**src/rtl/fastram_bus_ctrl.sv**
```systemverilog
// rtl/fastram_bus_ctrl.sv - Zorro II fast-RAM select to SRAM strobes with timed DTACK
`timescale 1ns/1ps
//
// Converts the autoconfig fast-RAM hit (ram_sel) plus the 68000 bus strobes
// into SRAM chip/output/write enables and a DTACK with programmable wait states.
//
// Parameters
//   WAIT_STATES  CLK cycles between CE assertion and DTACK assertion, minus one (0..7)
//   RECOVERY     idle CLK cycles forced after each access (1..3)
//
// Ports
//   CLK       in   68000 CPU clock, sampled on rising edges
//   _RST      in   asynchronous active-low reset
//   _AS       in   address strobe, active-low
//   _UDS      in   upper data strobe, active-low
//   _LDS      in   lower data strobe, active-low
//   RW        in   1 = read, 0 = write
//   ram_sel   in   fast-RAM range hit, positive logic
//   _RAM_CE   out  SRAM chip enable, active-low
//   _RAM_OE   out  SRAM output enable, active-low
//   _RAM_WEU  out  SRAM write enable D15..8, active-low
//   _RAM_WEL  out  SRAM write enable D7..0, active-low
//   DTACK     out  data acknowledge, positive logic
//   busy      out  high whenever the controller is not idle

module fastram_bus_ctrl #(
  parameter int WAIT_STATES = 1,
  parameter int RECOVERY    = 1
) (
  input  logic CLK,
  input  logic _RST,
  input  logic _AS,
  input  logic _UDS,
  input  logic _LDS,
  input  logic RW,
  input  logic ram_sel,
  output logic _RAM_CE,
  output logic _RAM_OE,
  output logic _RAM_WEU,
  output logic _RAM_WEL,
  output logic DTACK,
  output logic busy
);

  typedef enum logic [1:0] {
    IDLE    = 2'd0,
    ACCESS  = 2'd1,
    ACK     = 2'd2,
    RECOVER = 2'd3
  } state_t;

  localparam logic [2:0] WS_LOAD  = 3'(WAIT_STATES);
  localparam logic [2:0] REC_LOAD = 3'(RECOVERY - 1);

  state_t     state, state_nxt;
  logic [2:0] count, count_nxt;
  logic       rw_lat, rw_lat_nxt;
  logic       start;
  logic       in_cycle;

  // A read or write with neither data strobe low never starts an access.
  assign start = !_AS && ram_sel && (!_UDS || !_LDS);

  // State register
  always_ff @(posedge CLK or negedge _RST) begin
    if (!_RST) begin
      state  <= IDLE;
      count  <= 3'd0;
      rw_lat <= 1'b1;
    end else begin
      state  <= state_nxt;
      count  <= count_nxt;
      rw_lat <= rw_lat_nxt;
    end
  end

  // Next-state logic. The counter only decrements when non-zero, so it
  // saturates at zero instead of wrapping.
  always_comb begin
    state_nxt  = state;
    count_nxt  = count;
    rw_lat_nxt = rw_lat;
    case (state)
      IDLE: begin
        if (start) begin
          rw_lat_nxt = RW;
          count_nxt  = WS_LOAD;
          state_nxt  = ACCESS;
        end
      end
      ACCESS: begin
        // Aborted cycle: _AS negated before DTACK, release without acknowledging.
        if (_AS) begin
          count_nxt = REC_LOAD;
          state_nxt = RECOVER;
        end else if (count == 3'd0) begin
          state_nxt = ACK;
        end else begin
          count_nxt = count - 3'd1;
        end
      end
      ACK: begin
        if (_AS) begin
          count_nxt = REC_LOAD;
          state_nxt = RECOVER;
        end
      end
      RECOVER: begin
        if (count == 3'd0) begin
          state_nxt = IDLE;
        end else begin
          count_nxt = count - 3'd1;
        end
      end
      default: begin
        state_nxt = IDLE;
        count_nxt = 3'd0;
      end
    endcase
  end

  // Output decode. Write enables also gate on the live data strobes so WE
  // releases in the same half-cycle the CPU negates UDS/LDS.
  always_comb begin
    in_cycle  = (state == ACCESS) || (state == ACK);
    _RAM_CE   = !in_cycle;
    _RAM_OE   = !(in_cycle && rw_lat);
    _RAM_WEU  = !(in_cycle && !rw_lat && !_UDS);
    _RAM_WEL  = !(in_cycle && !rw_lat && !_LDS);
    DTACK     = (state == ACK);
    busy      = (state != IDLE);
  end

endmodule

```
**config.mk**
```make
export PLATFORM = sky130hd
export DESIGN_NAME = fastram_bus_ctrl
export DESIGN_NICKNAME = d
export VERILOG_FILES = /design/src/rtl/fastram_bus_ctrl.sv
export SDC_FILE = /design/constraint.sdc
export NUM_CORES = 1
export LEC_CHECK = 0
export CELL_PAD_IN_SITES_DETAIL_PLACEMENT = 0
export CELL_PAD_IN_SITES_GLOBAL_PLACEMENT = 2
export CORE_MARGIN = 4
export CORE_UTILIZATION = 26
export CTS_CLUSTER_SIZE = 24
export DETAILED_ROUTE_END_ITERATION = 8
export PLACE_DENSITY_LB_ADDON = 0.1
export SLEW_MARGIN = 10
export SYNTH_ARGS = -nofsm -noshare
export SYNTH_HDL_FRONTEND = slang
export SYNTH_SLANG_ARGS = --single-unit
```
**constraint.sdc**
```tcl
create_clock -name CLK -period 1.3 [get_ports CLK]
set_input_delay 0.26 -clock CLK [delete_from_list [all_inputs] [get_ports CLK]]
set_output_delay 0.26 -clock CLK [all_outputs]
set_load 0.05 [all_outputs]
```
After elaboration in Yosys (flattened, before gate mapping)
Cells that the tools add are included.
{"block": "totals", "reg_bits": 6, "output_inout_bits": 6, "word_cells": 44}
{"block": "op_classes", "addsub": 1, "eq_ne": 7, "n_mux": 11, "reduce_logical": 22}
{"op": "two-way mux 3 bit", "count": 4}
{"op": "one-hot mux 3 bit (4 select lines)", "count": 1}
{"op": "two-way mux 2 bit", "count": 5}
{"op": "logical NOT 1 bit", "count": 8}
{"op": "one-hot mux 2 bit (4 select lines)", "count": 1}
{"op": "logical AND 1 bit", "count": 6}
{"op": "!= test 2 bit (second input constant)", "count": 3}
{"op": "equality test 2 bit (second input constant)", "count": 2}
{"op": "AND reduction 2 bit", "count": 2}
{"op": "AND reduction 4 bit", "count": 1}
{"op": "logical NOT 3 bit", "count": 1}
{"op": "!= test 3 bit (second input constant)", "count": 1}
{"op": "subtractor 3 x 1 -> 3 bit (second input constant)", "count": 1}
{"op": "equality test 2 x 1 -> 1 bit (second input constant)", "count": 1}
{"op": "logical NOT 2 bit", "count": 1}
{"op": "logical OR 1 bit", "count": 2}
{"op": "nonzero test 2 bit", "count": 1}

Longest topological paths before layout
{"block": "depth", "depth_word": 5, "depth_mapped": 6, "depth_no_buf": 6}

Worst setup path after synthesis
No wires, ideal clock.
{"block": "synth_timing", "kind": "register to output", "from": "register state[0]", "to": "output _RAM_WEL", "arrival_ns": 1.635, "required_ns": 1.040, "setup_slack_ns": -0.595, "path_stages_with_launch": 5, "n_path_buf": 0, "path_cell_list": "dfrtp_1 > inv_1 > ha_1 > inv_1 > or3_1"}
{"block": "synth_via", "elab_chain_len": 5}
{"item": "start, declared", "line": "55", "source": "state_t state, state_nxt;"}
{"item": "start signal, assigned", "line": "71", "source": "state <= state_nxt;"}
{"item": "equality test 2 x 1 -> 1 bit / equality test 2 bit (equally long branches)", "line": "125", "source": "in_cycle = (state == ACCESS) || (state == ACK);"}
{"item": "logical OR 1 bit *", "line": "125"}
{"item": "logical AND 1 bit * (2 in series)", "line": "129", "source": "_RAM_WEL = !(in_cycle && !rw_lat && !_LDS);"}
{"item": "logical NOT 1 bit *", "line": "129"}
{"item": "end, declared", "line": "40", "source": "output logic _RAM_WEL,"}
Mark *: on every way between the ends. The rest lies on a longest branch, timed or not.

Worst setup path after layout
Ends and elaborated chain as after synthesis.

==> impl_metrics.toml <==
[setup_path]
arrival_ps = 1440
critPathMaxFanout = 3
crit_type = "register to output pin"
worstSetupStartpoint = "state[0]"
worstSetupStartpointType = "register"
cp-end-kind = "output pin"
cp.required_ps = 1040
r2r_start = "state[1]"

[grt]
antenna_found_initial = 0
grt-ovfl-total = 0
track_usage_pct = 11.0
grt_pass1_wl_um = 2230
grt_max_degree = 7
grt_pass1_vias = 551

[floorplanning]
start_util_pct = 27.1
core_area_um2 = 1940
num_rows = 16
die_x_um = 53.0
die_h_um = 53.0
dieArea_um2 = 2810
io_pins = 13

[route]
viasPerCell = 4.58
finalWirelength_um = 1370
dr.pass1.iters = 4
wire_per_inst_um = 11.7
drt_iter0_markers = 8
via_count = 536
drc = 0
ant_nets = 0

[cts]
clkTransAtPathRegs_ps = 50
cts_max_level = 1
clock_latency_ps = 250
cts-root-buf = "clkbuf_4"
cts_buffers = 3
clkSinkCount = 6
clk_path_buf_depth = 2
cts_tree = "done"

[logic_synthesis]
yosysUniqueCellTypes = 29
synth_edf_count = 0
avgSynthCellArea_um2 = 10.5
synthCells = 50
syn-num-nets = 64
synth.area.top_cells = "dfrtp_1 (24%), ha_1 (17%), dfstp_2 (5.0%)"
yosysWarningCount = 0
synth_common_cells = "ha_1 (7), inv_1 (7), dfrtp_1 (5)"
synth_top_area_cell = "dfrtp_1"
async_flop_share_pct = 100
synth_flop_cell = "dfrtp_1"
ys_seq_area_share_pct = 28.7
synth_top_area_share_pct = 23.8
synth_area_um2 = 527
ys_ff_latch = 6

[sta]
fin_tns_setup_ps = -2610
finClkSkew_ps = 2.21
post-route-period-util_pct = 131
rsz0062_at_grt = "yes"
setup_viol = 11
worstMarginPinSlew_ps = 306
slew_headroom_pct = 79.5
slew_viol_final = 0
timing.final.ws_setup_ps = -402
timing.fmax_mhz = 587
min_period_ps = 1700
hold_viol = 0

[layout]
instances_no_fill = 117
drive_above_1_share_pct = 70.0
n_antenna_cell = 0
nets = 105
areaGrowthSynthToFinish_pct = 102

[run_status]
status = "finished with violations"
violations = "negative setup slack"

[place]
io_buffers = 12
dpl_worst_slack_ps = -292
gp_congestion = 0.756
placedCellCount = 102
detailed_place_hpwl_um = 1040

[min_path]
hold_class = "primary input to async pin"

[flow_run]
maxCapViolCount = 0
==> cells in the final DEF (no fill, tap or decap), types with 2 or more instances in the layout <==
master and n:
dfrtp_1 5, clkbuf_4 3, nand2b_4 2, clkdlybuf4s50_1 6, a22o_1 2, ha_2 3
or3_4 2, buf_12 4, inv_2 5, nor2b_4 2, buf_8 2, buf_6 4
buf_4 20, ha_4 3
==> layout make-up <==
| cell class | count | area (µm²) |
|---|---|---|
| Clock buffer | 4 | 26.3 |
| Fill cell | 185 | 878 |
| Inverter | 7 | 30.0 |
| Multi-Input combinational cell | 37 | 457 |
| Sequential cell | 6 | 151 |
| Tap cell | 27 | 33.8 |
| Timing Repair Buffer | 36 | 365 |
==> path summary, 6_finish.rpt <==
path | to | slack (ps) | cells past startpoint
worst max-delay path | _RAM_WEL | -400 | 5
worst max register to register | count[2] | -280 | 8
max in group asynchronous | rw_lat | 750 | 1
worst min-delay path | count[2] | 260 | 1
worst min register to register | rw_lat | 520 | 2
min in group CLK | rw_lat | 520 | 2
==> through the flow <==
step                      cell area (µm²)  util, %  hold WS (ps)
after floorplan                       588        -         -35.6
after global placement                875     45.0           502
after detailed placement              875     45.0           499
after CTS                            1010     51.9           269
after global routing                 1060     54.8           277
final                                1060     54.8           265
==> logic make-up (layout without fill, tap and decap cells) <==
group | after synthesis | after routing | share of synthesized area [%]
compound gates | 12 | 12 | 24.7
mux | 1 | 1 | 1.90
buf+inv | 7 | 47 | 4.99
simple gates | 17 | 17 | 23.0
fa+ha+maj | 7 | 7 | 16.6
flops | 6 | 6 | 28.7
==> sequential cells by signal, summed over array words and instances, names as in the netlist <==
| register | cells |
|---|---|
| count | 3 |
| state | 2 |
| rw_lat | 1 |
==> worst max-delay path, cell delays in order, from the launching register on <==
cell	delay [ps]
dfrtp_1	350
inv_2	60
ha_4	260
inv_2	40
or3_4	330
buf_8	160
==> what timing repair did <==
action | in CTS | in global routing
setup buffers | 8 | 3
pin swaps | 10 | 8
hold buffers | 0 | 0
setup endpoints to repair | 11 | 12
gates resized for setup | 14 | 9
==> per-layer routing <==
layer | global-route usage (%) | wire, µm | vias to the layer above
met4 | 3.83 | 8 | 0
met1 | 11.2 | 592 | 251
met3 | 3.66 | 94 | 2
li1 | - | - | 263
met2 | 20.7 | 678 | 20
met5 | 0 | 0 | -
Power is left out: the tool's default activity adds up to more than one toggle a clock period on the data nets, which glitch-free logic cannot reach.
